$ cat src/rtl/drive_sequencer.sv
// drive_sequencer: programmable replay of a small table of drive entries.
// A test controller loads the table through CFG_*, starts a run with START.
// Each entry then appears as a one-cycle DRIV pulse carrying its shift, front
// and data fields. Entries are separated by a per-entry idle gap. The whole
// table can be repeated LOOP_CNT extra times. All outputs are registered.
// Each output already shows the values of the cycle it belongs to.

module drive_sequencer #(
    parameter int DEPTH = 16,
    parameter int AW    = 4
) (
    input  logic          CLK,
    input  logic          RST_N,
    input  logic          CFG_WE,
    input  logic [AW-1:0] CFG_ADDR,
    input  logic [23:0]   CFG_DATA,
    input  logic [7:0]    LOOP_CNT,
    input  logic          START,
    input  logic          ABORT,
    output logic          DRIV,
    output logic          DRIV_SHIFT,
    output logic [4:0]    DRIV_FRONT,
    output logic [7:0]    DQ_OUT,
    output logic          BUSY,
    output logic          DONE,
    output logic [15:0]   ISSUED_CNT
);

    // Entry layout, MSB first: gap, reserved, last, shift, front, data.
    typedef struct packed {
        logic [7:0] gap;
        logic       rsvd;
        logic       last;
        logic       shift;
        logic [4:0] front;
        logic [7:0] dq;
    } entry_t;

    typedef enum logic [1:0] {
        ST_IDLE  = 2'd0,
        ST_ISSUE = 2'd1,
        ST_WAIT  = 2'd2,
        ST_FIN   = 2'd3
    } state_t;

    entry_t           table_reg [DEPTH];
    logic [DEPTH-1:0] row_we;
    logic             table_we;

    state_t           state_reg;
    logic [AW-1:0]    ptr_reg;
    logic [7:0]       loop_rem_reg;
    logic [7:0]       gap_cnt_reg;

    entry_t           cur_entry;
    entry_t           adv_entry;
    entry_t           start_entry;
    logic             at_end;
    logic             adv_fin;
    logic [AW-1:0]    adv_ptr;
    logic             do_advance;
    logic [15:0]      cnt_inc;

    // Table writes are locked out while a run is in progress.
    assign table_we = CFG_WE && !BUSY;

    // One write-enable per row.
    generate
        for (genvar gi = 0; gi < DEPTH; gi++) begin : g_row_we
            assign row_we[gi] = table_we && (CFG_ADDR == AW'(gi));
        end
    endgenerate

    // Table storage: flops cleared by reset so the table is known after power-up.
    always_ff @(posedge CLK or negedge RST_N) begin
        if (!RST_N) begin
            for (int i = 0; i < DEPTH; i++) begin
                table_reg[i] <= '0;
            end
        end else begin
            for (int i = 0; i < DEPTH; i++) begin
                if (row_we[i]) begin
                    table_reg[i] <= CFG_DATA;
                end
            end
        end
    end

    // Sequencing decisions: which entry issues next, and whether the run ends.
    always_comb begin
        cur_entry = table_reg[ptr_reg];
        at_end    = cur_entry.last || (ptr_reg == AW'(DEPTH - 1));
        adv_fin   = at_end && (loop_rem_reg == 8'd0);
        adv_ptr   = at_end ? '0 : ptr_reg + AW'(1);
        adv_entry = table_reg[adv_ptr];
        // A write to entry 0 in the START cycle must be seen by the first pulse.
        if (table_we && (CFG_ADDR == '0)) begin
            start_entry = CFG_DATA;
        end else begin
            start_entry = table_reg[0];
        end
        do_advance = ((state_reg == ST_ISSUE) && (cur_entry.gap == 8'd0)) ||
                     ((state_reg == ST_WAIT)  && (gap_cnt_reg == 8'd1));
        cnt_inc    = (ISSUED_CNT == 16'hFFFF) ? ISSUED_CNT : ISSUED_CNT + 16'd1;
    end

    // Run FSM with registered outputs. ABORT overrides everything except reset.
    always_ff @(posedge CLK or negedge RST_N) begin
        if (!RST_N) begin
            state_reg    <= ST_IDLE;
            ptr_reg      <= '0;
            loop_rem_reg <= '0;
            gap_cnt_reg  <= '0;
            DRIV         <= 1'b0;
            DRIV_SHIFT   <= 1'b0;
            DRIV_FRONT   <= '0;
            DQ_OUT       <= '0;
            BUSY         <= 1'b0;
            DONE         <= 1'b0;
            ISSUED_CNT   <= '0;
        end else if (ABORT) begin
            // The pulse count is kept so the controller can see how far the run got.
            state_reg    <= ST_IDLE;
            ptr_reg      <= '0;
            loop_rem_reg <= '0;
            gap_cnt_reg  <= '0;
            DRIV         <= 1'b0;
            DRIV_SHIFT   <= 1'b0;
            DRIV_FRONT   <= '0;
            DQ_OUT       <= '0;
            BUSY         <= 1'b0;
            DONE         <= 1'b0;
        end else begin
            DRIV       <= 1'b0;
            DRIV_SHIFT <= 1'b0;
            DRIV_FRONT <= '0;
            DQ_OUT     <= '0;
            DONE       <= 1'b0;

            case (state_reg)
                ST_IDLE: begin
                    if (START) begin
                        ptr_reg      <= '0;
                        loop_rem_reg <= LOOP_CNT;
                        ISSUED_CNT   <= 16'd1;
                        DRIV         <= 1'b1;
                        DRIV_SHIFT   <= start_entry.shift;
                        DRIV_FRONT   <= start_entry.front;
                        DQ_OUT       <= start_entry.dq;
                        BUSY         <= 1'b1;
                        state_reg    <= ST_ISSUE;
                    end
                end
                ST_ISSUE: begin
                    gap_cnt_reg <= cur_entry.gap;
                    if (cur_entry.gap != 8'd0) begin
                        state_reg <= ST_WAIT;
                    end
                end
                ST_WAIT: begin
                    if (gap_cnt_reg != 8'd1) begin
                        gap_cnt_reg <= gap_cnt_reg - 8'd1;
                    end
                end
                ST_FIN: begin
                    BUSY      <= 1'b0;
                    state_reg <= ST_IDLE;
                end
                default: begin
                    state_reg <= ST_IDLE;
                end
            endcase

            // Leaving an entry: next pulse, next table pass, or completion.
            if (do_advance) begin
                if (adv_fin) begin
                    state_reg <= ST_FIN;
                    DONE      <= 1'b1;
                    BUSY      <= 1'b0;
                end else begin
                    if (at_end) begin
                        loop_rem_reg <= loop_rem_reg - 8'd1;
                    end
                    ptr_reg    <= adv_ptr;
                    DRIV       <= 1'b1;
                    DRIV_SHIFT <= adv_entry.shift;
                    DRIV_FRONT <= adv_entry.front;
                    DQ_OUT     <= adv_entry.dq;
                    ISSUED_CNT <= cnt_inc;
                    state_reg  <= ST_ISSUE;
                end
            end
        end
    end

endmodule

$ cat config.mk
export PLATFORM = sky130hd
export DESIGN_NAME = drive_sequencer
export DESIGN_NICKNAME = d
export VERILOG_FILES = /design/src/rtl/drive_sequencer.sv
export SDC_FILE = /design/constraint.sdc
export NUM_CORES = 1
export LEC_CHECK = 0
export BUFFER_PORTS_ARGS = -buffer_cell sky130_fd_sc_hd__buf_4
export CORE_ASPECT_RATIO = 0.9
export CORE_MARGIN = 2
export CORE_UTILIZATION = 39
export DETAILED_ROUTE_END_ITERATION = 16
export RECOVER_POWER = 50
export SYNTH_ARGS = -nofsm -noshare
export SYNTH_HDL_FRONTEND = slang
export SYNTH_SLANG_ARGS = --single-unit
$ cat constraint.sdc
create_clock -name CLK -period 3.4 [get_ports CLK]
set_input_delay 0.34 -clock CLK [delete_from_list [all_inputs] [get_ports CLK]]
set_output_delay 0.34 -clock CLK [all_outputs]
set_load 0.05 [all_outputs]
==> results.yml <==
status:
  status: "finished with violations"
  violations: "max-capacitance violations, max-slew violations"
synthesis:
  synthTopCellsByArea: "dfrtp_1, mux2_2, mux2i_1"
  syn_nets: 1646
  ys.flop_type: "dfrtp_1"
  ys_ff_latch: 423
  synthCells: 1596
  yosysUniqueCellTypes: 64
  ys_warn_count: 0
  yosys.area.top_type: "dfrtp_1"
  synth-seq-area-share_pct: 52.47
  synth_common_cells: "dfrtp_1, mux2_2, mux2i_1, nand2_1, clkbuf_1"
  netlist_area_sq_um: 20170
  yosysMostFrequentCell: "dfrtp_1"
  async_reset_ff_share_pct: 100.0
  syn_area_per_cell_sq_um: 12.64
  synth_top_area_share_pct: 52.47
  synth_edf_count: 0
cts:
  root_buffer: "clkbuf_16"
  tritoncts: "built"
  clk_pin_slew_ns: 0.06
  cts_sinks: 423
  cts_buffer_depth: 3
  numCtsBuffers: 46
  clk_latency_ns: 0.58
  cts_htree_levels: 2
  cts_setup_buffers: 0
sta:
  fin_crit_sh_pct: 96.12
  rsz0062_at_grt: "no"
  slew_viol_final: 80
  fin_setup_tns_ns: 0
  setup_viol: 0
  hold_viol: 0
  fin_crit_ns: 3.268
  fin_skew_ns: 0.01726
  worst_slew_pin_slew_ns: 2.242
  max_freq_mhz: 306.0
  slew_headroom_pct: -49.45
  whs_ns: 0.05016
worst_setup_path:
  r2r.worst_path.cells: 8
  worst_setup_path_end_kind: "register"
  crit_start: "ptr_reg[0]"
  r2r_start: "ptr_reg[0]"
  cp.required_ns: 3.86
  cp_max_fo: 14
  rrSetupSlack_ns: 0.13
  worstSetupPathType: "reg2reg"
  reg2reg_to: "ISSUED_CNT[14]"
  startpoint_type: "register"
  arrival_ns: 3.73
power_and_ir_drop:
  ir_drop_mv: 0.4341
  power_density_nw_per_um2: 774.1
  leakagePower_nw: 10.20
cells_and_area:
  fillCellCount: 4690
  largest_reg_flops: 368
  insertedDiodeCount: 0
  drive_above_1_share_pct: 37.26
  area_growth_pct: 16.67
  postLayoutCoreUtil_pct: 45.79
  final_net_count: 1737
  stdcell_count: 2411
routing:
  drc: 0
  firstDrtPassIters: 5
  vias: 13522
  vias_per_cell: 5.608
  drtAntennaViolNets: 0
  totalWireLength_mm: 53.72
  wl_per_cell_um: 22.28
  drt_iter0_markers: 1012
global_route:
  grt_max_degree: 83
  antenna_found_initial: 1
  grt_usage_pct: 20.38
  grt_pass1_wl_mm: 83.83
  gr-total-overflow: 0
  grt_pass1_vias: 13887
floorplanning:
  core-area_sq_um: 51400
  io_pins: 74
  die_area_sq_um: 53560
  rows: 79
  die_w_um: 243.7
  initial_core_util_pct: 39.25
  die_h_um: 219.8
min_path:
  hold_depth: 2
  min_to: "loop_rem_reg[4]"
  min_path_type: "in2reg"
  hold_start: "LOOP_CNT[4]"
placement:
  routabilityCongestion: 0.8095
  hpwlAfterDp_mm: 34.08
  dp.cells: 2326
  portBuffers: 72
run:
  cap_violations: 1
per-layer routing:
layer,part of all wire [%],global-route usage (%),vias up
li1,-,-,6068
met1,47,29.18,7033
met2,46,31.86,345
met3,5.8,4.287,74
met4,1.7,4.553,2
met5,0.030,0,-
kinds of logic (layout without fill, tap and decap cells):
family	Yosys count	count (layout)	share of synthesized area, %
simple gates	295	295	7.244
mux	495	495	28.87
buf+inv	152	279	3.095
fa+ha+maj	9	9	0.5582
compound gates	220	220	7.672
flops	423	423	52.47
xor+xnor	2	2	0.08685
area by class of cell:
class | count | area [sq um] | area share (%)
clock buffers | 65 | 1314 | 5.582
clock inverters | 19 | 226.5 | 0.9622
inverters | 30 | 112.6 | 0.4784
multi-input cells | 1021 | 9032 | 38.38
flip-flops and latches | 423 | 10590 | 44.99
well taps | 688 | 860.8 | 3.657
repair buffers | 165 | 1401 | 5.954
cell usage in the layout (no fill, tap or decap), types with 11 or more instances in the layout:
master / instances
a221oi_1: 26
inv_1: 29
nor2_1: 45
clkbuf_16: 47
and3_1: 12
a211oi_1: 16
mux2_2: 365
clkbuf_1: 29
o22ai_1: 13
nand3_1: 40
dfrtp_1: 422
buf_12: 19
nor3_1: 25
a31oi_1: 14
mux2i_1: 97
a22oi_1: 15
o21ai_0: 22
mux4_2: 33
nand2_1: 95
a21oi_1: 40
or3_1: 15
nor2b_1: 11
buf_4: 121
power by group:
| group | total (W) | internal [W] | leakage (nW) | switching, W |
|---|---|---|---|---|
| logic | 0.00510 | 0.00272 | 4.16 | 0.00238 |
| clock network | 0.00511 | 0.00301 | 0.757 | 0.00210 |
| registers | 0.00801 | 0.00699 | 5.29 | 0.00103 |
through the flow:
stage	total power (W)	worst slack (ns)	cell area [sq um]
3_3_place_gp	0.01296	0.05449	22090
5_1_grt	0.01926	0.004923	23540
3_5_place_dp	0.01323	0.004430	22090
2_1_floorplan	0.01157	0.4675	20170
4_1_cts	0.01839	0.05097	23640
6_report	0.01822	0.1320	23540
critical path: stages, from the launching register on:
cell and delay, ns:
dfrtp_4 0.51, buf_4 0.30, mux4_2 0.53, a22oi_1 0.31, o211ai_1 0.24, a2111o_1 0.45
or2_1 0.32, and2_4 0.21, a211o_1 0.28
how the worst max path moves through the flow:
| stage | endpoint | slack, ns |
|---|---|---|
| 2_1_floorplan | ISSUED_CNT[13] | 0.47 |
| 3_3_place_gp | DQ_OUT[7] | 0.05 |
| 3_5_place_dp | DRIV_FRONT[2] | 0.004 |
| 4_1_cts | ISSUED_CNT[14] | 0.05 |
| 5_1_grt | DQ_OUT[1] | 0.005 |
| 6_report | ISSUED_CNT[14] | 0.13 |
what timing repair did:
item | CTS | global route
pin swaps | 0 | 0
cloned | 0 | 0
hold buffers | 1 | 0
endpoints found under the setup margin | 1 | 11
resized for setup | 1 | 7
hold endpoints to repair | 75 | 0
(Power assumes the default switching activity.)
